`config.mk`:
```
export PLATFORM = sky130hd
export DESIGN_NAME = calc_key_sequencer
export DESIGN_NICKNAME = d
export VERILOG_FILES = /design/src/rtl/calc_pkg.sv /design/src/rtl/calc_digit_accum.sv /design/src/rtl/calc_key_sequencer.sv
export SDC_FILE = /design/constraint.sdc
export NUM_CORES = 1
export LEC_CHECK = 0
export ABC_AREA = 1
export ABC_CLOCK_PERIOD_IN_PS = 5000
export CORE_AREA = 5 5 87 65
export DETAILED_ROUTE_END_ITERATION = 12
export DIE_AREA = 0 0 92 70
export PLACE_DENSITY = 0.82
export REMOVE_ABC_BUFFERS = 1
export SETUP_SLACK_MARGIN = 0.4
export SYNTH_ARGS = -nofsm -noshare
export SYNTH_HDL_FRONTEND = slang
export SYNTH_SLANG_ARGS = --single-unit
```
`constraint.sdc`:
```
create_clock -name clk -period 5 [get_ports clk]
set_input_delay 1 -clock clk [delete_from_list [all_inputs] [get_ports clk]]
set_output_delay 1 -clock clk [all_outputs]
set_load 0.005 [all_outputs]
```
`src/rtl/calc_pkg.sv`:
```
// Shared definitions for the calculator key sequencer.
//   Key codes: 0-9 are digits, 10..13 are operators, 14 is equals, 15 is clear.
//   Op codes: the encoding the ALU expects on alu_op_code.
//   State encoding for the sequencer FSM.
//   Helpers that classify a key code and map an operator key to its op code.
package calc_pkg;

    localparam int unsigned KEY_W = 4;
    localparam int unsigned OP_W  = 2;

    localparam logic [KEY_W-1:0] KEY_ADD = 4'd10;
    localparam logic [KEY_W-1:0] KEY_SUB = 4'd11;
    localparam logic [KEY_W-1:0] KEY_MUL = 4'd12;
    localparam logic [KEY_W-1:0] KEY_DIV = 4'd13;
    localparam logic [KEY_W-1:0] KEY_EQ  = 4'd14;
    localparam logic [KEY_W-1:0] KEY_CLR = 4'd15;

    localparam logic [OP_W-1:0] OP_ADD = 2'b00;
    localparam logic [OP_W-1:0] OP_SUB = 2'b01;
    localparam logic [OP_W-1:0] OP_MUL = 2'b10;
    localparam logic [OP_W-1:0] OP_DIV = 2'b11;

    typedef enum logic [1:0] {
        S_A    = 2'd0,
        S_B    = 2'd1,
        S_EXEC = 2'd2,
        S_RES  = 2'd3
    } state_t;

    function automatic logic is_digit(input logic [KEY_W-1:0] key);
        return key <= 4'd9;
    endfunction

    function automatic logic is_op(input logic [KEY_W-1:0] key);
        return (key >= KEY_ADD) && (key <= KEY_DIV);
    endfunction

    // Operator keys are not a plain bit slice of the op code, so map explicitly.
    function automatic logic [OP_W-1:0] key_to_op(input logic [KEY_W-1:0] key);
        logic [OP_W-1:0] op;
        op = OP_ADD;
        case (key)
            KEY_SUB: op = OP_SUB;
            KEY_MUL: op = OP_MUL;
            KEY_DIV: op = OP_DIV;
            default: op = OP_ADD;
        endcase
        return op;
    endfunction

endpackage

```
`src/rtl/calc_digit_accum.sv`:
```
// Decimal digit accumulator: acc_next_c = acc*10 + digit, evaluated 4 bits wider
// than the operand so an entry that no longer fits in WIDTH bits is flagged.
//   acc         in   WIDTH  current operand value
//   digit       in   4      decimal digit 0-9
//   acc_next_c  out  WIDTH  low WIDTH bits of acc*10+digit (only meaningful when !ovf_c)
//   ovf_c       out  1      acc*10+digit exceeds 2^WIDTH-1
module calc_digit_accum #(
    parameter int unsigned WIDTH = 8
) (
    input  logic [WIDTH-1:0] acc,
    input  logic [3:0]       digit,
    output logic [WIDTH-1:0] acc_next_c,
    output logic             ovf_c
);

    localparam int unsigned EXT_W = WIDTH + 4;

    logic [EXT_W-1:0] wide_c;

    // (2^WIDTH-1)*10+9 < 2^(WIDTH+4), so the wide sum never wraps.
    always_comb begin
        wide_c     = (EXT_W'(acc) * EXT_W'(10)) + EXT_W'(digit);
        acc_next_c = wide_c[WIDTH-1:0];
        ovf_c      = |wide_c[EXT_W-1:WIDTH];
    end

endmodule

```
`src/rtl/calc_key_sequencer.sv`:
```
// Keypad front end of the calculator datapath. Accepts key events over a
// valid/ready handshake, builds operands A and B from decimal digits, latches
// the operator, drives the combinational ALU and captures its result on '='.
//   clk, rst_n       clock, synchronous active-low reset
//   key_valid/ready  key handshake; transfer = key_valid & key_ready
//   key_code         0-9 digit, 10 add, 11 sub, 12 mul, 13 div, 14 equals, 15 clear
//   alu_op_a/b       registered operands to the ALU
//   alu_op_code      registered op code to the ALU
//   alu_result       combinational ALU result
//   display          value being entered, or last result
//   result_valid     one-cycle pulse when display takes a new result
//   entry_ovf        sticky: a digit was dropped because the operand would overflow
//   div_zero         sticky: '=' executed a divide by zero
// Build option: define CALC_CHAIN_EN to let an operator key in the result state
// chain the result into operand A of a new calculation.
module calc_key_sequencer
    import calc_pkg::*;
#(
    parameter int unsigned WIDTH = 8
) (
    input  logic             clk,
    input  logic             rst_n,
    input  logic             key_valid,
    output logic             key_ready,
    input  logic [3:0]       key_code,
    output logic [WIDTH-1:0] alu_op_a,
    output logic [WIDTH-1:0] alu_op_b,
    output logic [1:0]       alu_op_code,
    input  logic [WIDTH-1:0] alu_result,
    output logic [WIDTH-1:0] display,
    output logic             result_valid,
    output logic             entry_ovf,
    output logic             div_zero
);

    state_t           state;
    logic             b_entered;
    logic             xfer_c;
    logic [WIDTH-1:0] acc_sel_c;
    logic [WIDTH-1:0] acc_next_c;
    logic             acc_ovf_c;

    assign xfer_c    = key_valid & key_ready;
    // One accumulator serves both operands; B is only built in S_B.
    assign acc_sel_c = (state == S_B) ? alu_op_b : alu_op_a;

    calc_digit_accum #(
        .WIDTH (WIDTH)
    ) u_digit_accum (
        .acc        (acc_sel_c),
        .digit      (key_code),
        .acc_next_c (acc_next_c),
        .ovf_c      (acc_ovf_c)
    );

    // Sequencer FSM with all outputs registered.
    always_ff @(posedge clk) begin
        if (!rst_n) begin
            state        <= S_A;
            b_entered    <= 1'b0;
            key_ready    <= 1'b1;
            alu_op_a     <= '0;
            alu_op_b     <= '0;
            alu_op_code  <= OP_ADD;
            display      <= '0;
            result_valid <= 1'b0;
            entry_ovf    <= 1'b0;
            div_zero     <= 1'b0;
        end else begin
            result_valid <= 1'b0;
            if (state == S_EXEC) begin
                // Operands are stable registers here, so alu_result is settled.
                display      <= alu_result;
                result_valid <= 1'b1;
                if ((alu_op_code == OP_DIV) && (alu_op_b == '0)) begin
                    div_zero <= 1'b1;
                end
                key_ready <= 1'b1;
                state     <= S_RES;
            end else if (xfer_c) begin
                if (key_code == KEY_CLR) begin
                    alu_op_a    <= '0;
                    alu_op_b    <= '0;
                    alu_op_code <= OP_ADD;
                    display     <= '0;
                    entry_ovf   <= 1'b0;
                    div_zero    <= 1'b0;
                    b_entered   <= 1'b0;
                    state       <= S_A;
                end else begin
                    case (state)
                        S_A: begin
                            if (is_digit(key_code)) begin
                                if (acc_ovf_c) begin
                                    entry_ovf <= 1'b1;
                                end else begin
                                    alu_op_a <= acc_next_c;
                                    display  <= acc_next_c;
                                end
                            end else if (is_op(key_code)) begin
                                alu_op_code <= key_to_op(key_code);
                                alu_op_b    <= '0;
                                b_entered   <= 1'b0;
                                state       <= S_B;
                            end
                        end
                        S_B: begin
                            if (is_digit(key_code)) begin
                                // A leading zero still counts as B entry and locks the operator.
                                b_entered <= 1'b1;
                                if (acc_ovf_c) begin
                                    entry_ovf <= 1'b1;
                                end else begin
                                    alu_op_b <= acc_next_c;
                                    display  <= acc_next_c;
                                end
                            end else if (is_op(key_code)) begin
                                if (!b_entered) begin
                                    alu_op_code <= key_to_op(key_code);
                                end
                            end else if (key_code == KEY_EQ) begin
                                key_ready <= 1'b0;
                                state     <= S_EXEC;
                            end
                        end
                        S_RES: begin
                            if (is_digit(key_code)) begin
                                alu_op_a <= WIDTH'(key_code);
                                alu_op_b <= '0;
                                display  <= WIDTH'(key_code);
                                state    <= S_A;
                            end else if (is_op(key_code)) begin
`ifdef CALC_CHAIN_EN
                                alu_op_a    <= display;
                                alu_op_code <= key_to_op(key_code);
                                alu_op_b    <= '0;
                                b_entered   <= 1'b0;
                                state       <= S_B;
`endif
                            end
                        end
                        default: ;
                    endcase
                end
            end
        end
    end

endmodule

```
==> metrics <==
result of the run complete, no violations; Most common cell on crit path nand2_1; worst reg2reg startpoint state[0]$_SDFFE_PN0P_; Avg Vias per Cell 5.43; Yosys reg bits 33; Top-Level Pins 45; Final Hold Violating Endpoints 0; maximum number of buffers from clock root to sink 2; Cell Area, Synth 2530 um2; die area 6440 um2; max_cap viols 0; critical path capture point type flip-flop; Setup TNS Final 0 ns; FF-to-FF End display[4]$_SDFFE_PN0P_; class of the tightest hold or removal check flip-flop to flip-flop; Layout Nets 461; Chip Width 92 um; initial core utilization 54.2%; fraction of final layout cells with drive strength greater than 1 8.47%; worst setup margin 1.16 ns; count of warnings emitted by yosys 0; overall via count from detail_route 2617; required time reported for the critical path endpoint 5.18 ns; last weighted congestion value of the routability-driven placer 0.908; Core Footprint 4680 um2; drt first pass iters 5; post-CTS setup buffers 0; prevailing post-synth register cell dfxtp_1; Mean Syn Cell Area about 6.6 um2; clock-pin slew on the worst setup and hold paths 0.08 ns; Detailed Route Iter0 Violations 267; hold_sp div_zero$_SDFFE_PN0P_; TritonCTS clock tree done; highest cell delay on the worst timing path 0.53 ns; most frequent cells in the layout nand2_1 (100), nor2_1 (48), inv_1 (44), clkdlybuf4s50_1 (44), dfxtp_1 (33); H-tree levels 2; Static Leak 1.46 nW; diode insertion count for antenna repair 0; cells along the critical path ha_1, inv_1, nand2_1, nand2_1, ha_1, ha_1, fa_1, nand2_1, inv_1, nand2_1, nor2_4, nand2_1, nand2_1, nand2_2, nand3_1, nand2_2, nand2_4, nand2_1, nand2_1, nor2_1; DRC violation count after routing 0; Max transition margin between 20% and 30%; Die Height 70 um; count of nets left with antenna violations after detail routing 0; highest fanout seen on the critical path 14; post-route total power 2.06 mW; final setup vio count 0; largest net degree at the start of global routing 32; Arrival @ worst endpoint around 4 ns; number of pins exceeding their max-slew limit in the final report 0; Synth-to-Final Area Change 21.4%; antenna violations before repair 0; fraction of registers with async set or reset after synthesis 0%; total buffers and inverters traversed by the critical path 2; dpl hpwl 5270 um; slack of the worst reg-to-reg path around 1.2 ns; Worst path top cell family by delay adder cells; clk sink count 33; filler instances about 420; CTS Buf Count 5; sequential-to-total area share from yosys stat 26.1%; final period utilization 76.7%; WL per Instance ~14 um; input/output buffers 44; category of the worst setup path launch point flip-flop; number of global-route vias before repair 2354; Detailed Route WL 6680 um; CTS Hold Bufs 0; slew at the pin closest to its max-slew limit approximately 1.1 ns; worst hold path endpoint div_zero$_SDFFE_PN0P_; worst slack, placed 1.23 ns; Post-Syn Instances 383; highest clock rate about 260 MHz; aggregate global routing overflow 0; first element of the critical path state[0]$_SDFFE_PN0P_; power density over the cells ~670 nW/um2; RSZ-0062 raised after global routing no; global-route wire length before repair 11200 um; count of flip-flops with a built-in enable after synthesis 0; Hold Path Depth 2; unique cell type count in the Yosys netlist 37; most common cell after layout, fill and taps aside nand2_1; post-layout minimum cycle time 3.84 ns; insertion delay of the later-clocked pin in the worst-skew pair 0.29 ns; highest ir drop seen on vdd 344 uV; number of gates resized after CTS 0; Clock Root Buffer clkbuf_8; final clock skew 0.0120 ns; kind of critical path flip-flop to flip-flop; number of cell instances on the worst register-to-register path 20; critical-path cell with the highest stage delay fa_1; number of rows in the core area 21; total global-route track usage around a fifth
worst min-delay path, cell delays in order, from the launching register on:
cell and delay, ns:
dfxtp_1 0.31, inv_1 0.05, a21oi_1 0.05
metrics by stage:
step,hold WS [ns],std cells,utilization [%],area (um2)
finish,0.449,482,65.8,3080
global route,0.492,482,65.8,3080
CTS,0.455,482,65.8,3080
detailed placement,0.444,474,63.6,2980
global placement,0.434,474,63.6,2980
floorplan,0.443,373,-,2460
cell families (layout without fill, tap and decap cells):
family,after synthesis,count (layout),share of synthesized area [%]
buffers and inverters,56,98,9.58
AOI/OAI and AO/OA,56,56,12.6
adders and majority gates,22,22,11.5
DFF,33,33,26.1
and+or+nand+nor,211,211,38.3
xor gates and xnor gates,5,5,2.02
where the power goes:
part           switching [mW]  total [mW]  internal (mW)
Sequential             0.0971       0.455          0.358
Combinational           0.832        1.38          0.549
Clock                   0.101       0.226          0.124
Total                    1.03        2.06           1.03
synthesized netlist by cell type, drive strengths merged, types with 4 or more instances:
cell | count | share of area, %
nor3 | 5 | 1.4
o211ai | 4 | 1.2
a21oi | 23 | 5.1
nand2 | 106 | 17
dfxtp | 33 | 26
nor2 | 59 | 10
xor2 | 4 | 1.7
nand3 | 34 | 7.9
o21ai | 24 | 4.9
inv | 46 | 6.8
buf | 6 | 2.2
ha | 20 | 9.9
clkbuf | 4 | 0.59
metal layers:
layer	global-route usage (%)	share of wire, %
met1	31.1	49
met2	31.7	41
met3	4.83	8.7
met4	4.28	0.82
met5	0	0
how the worst max path moves through the flow:
stage	slack [ns]	cells past startpoint	endpoint
final	1.16	20	display[4]$_SDFFE_PN0P_
after global routing	0.82	18	display[0]$_SDFFE_PN0P_
after CTS	1.20	20	display[4]$_SDFFE_PN0P_
after detailed placement	1.23	20	display[5]$_SDFFE_PN0P_
after global placement	1.39	20	display[7]$_SDFFE_PN0P_
after floorplan	1.73	19	alu_op_b[0]$_SDFFE_PN0P_
flip-flops by register name (all words and copies together), names as in the netlist:
name and flops:
div_zero 1, state 2, alu_op_a 8, alu_op_b 8, key_ready 1, alu_op_code 2
entry_ovf 1, display 8, result_valid 1, b_entered 1
final cells by class:
class | count | area (um2) | share of cell area (%)
clock inverter | 1 | 5.00 | 0.163
timing repair buffer | 44 | 440 | 14.3
sequential | 33 | 661 | 21.5
tap | 57 | 71.3 | 2.32
clock buffer | 7 | 96.3 | 3.13
inverter | 46 | 173 | 5.61
multi-input combinational | 294 | 1630 | 53.0
(Power assumes the default switching activity.)
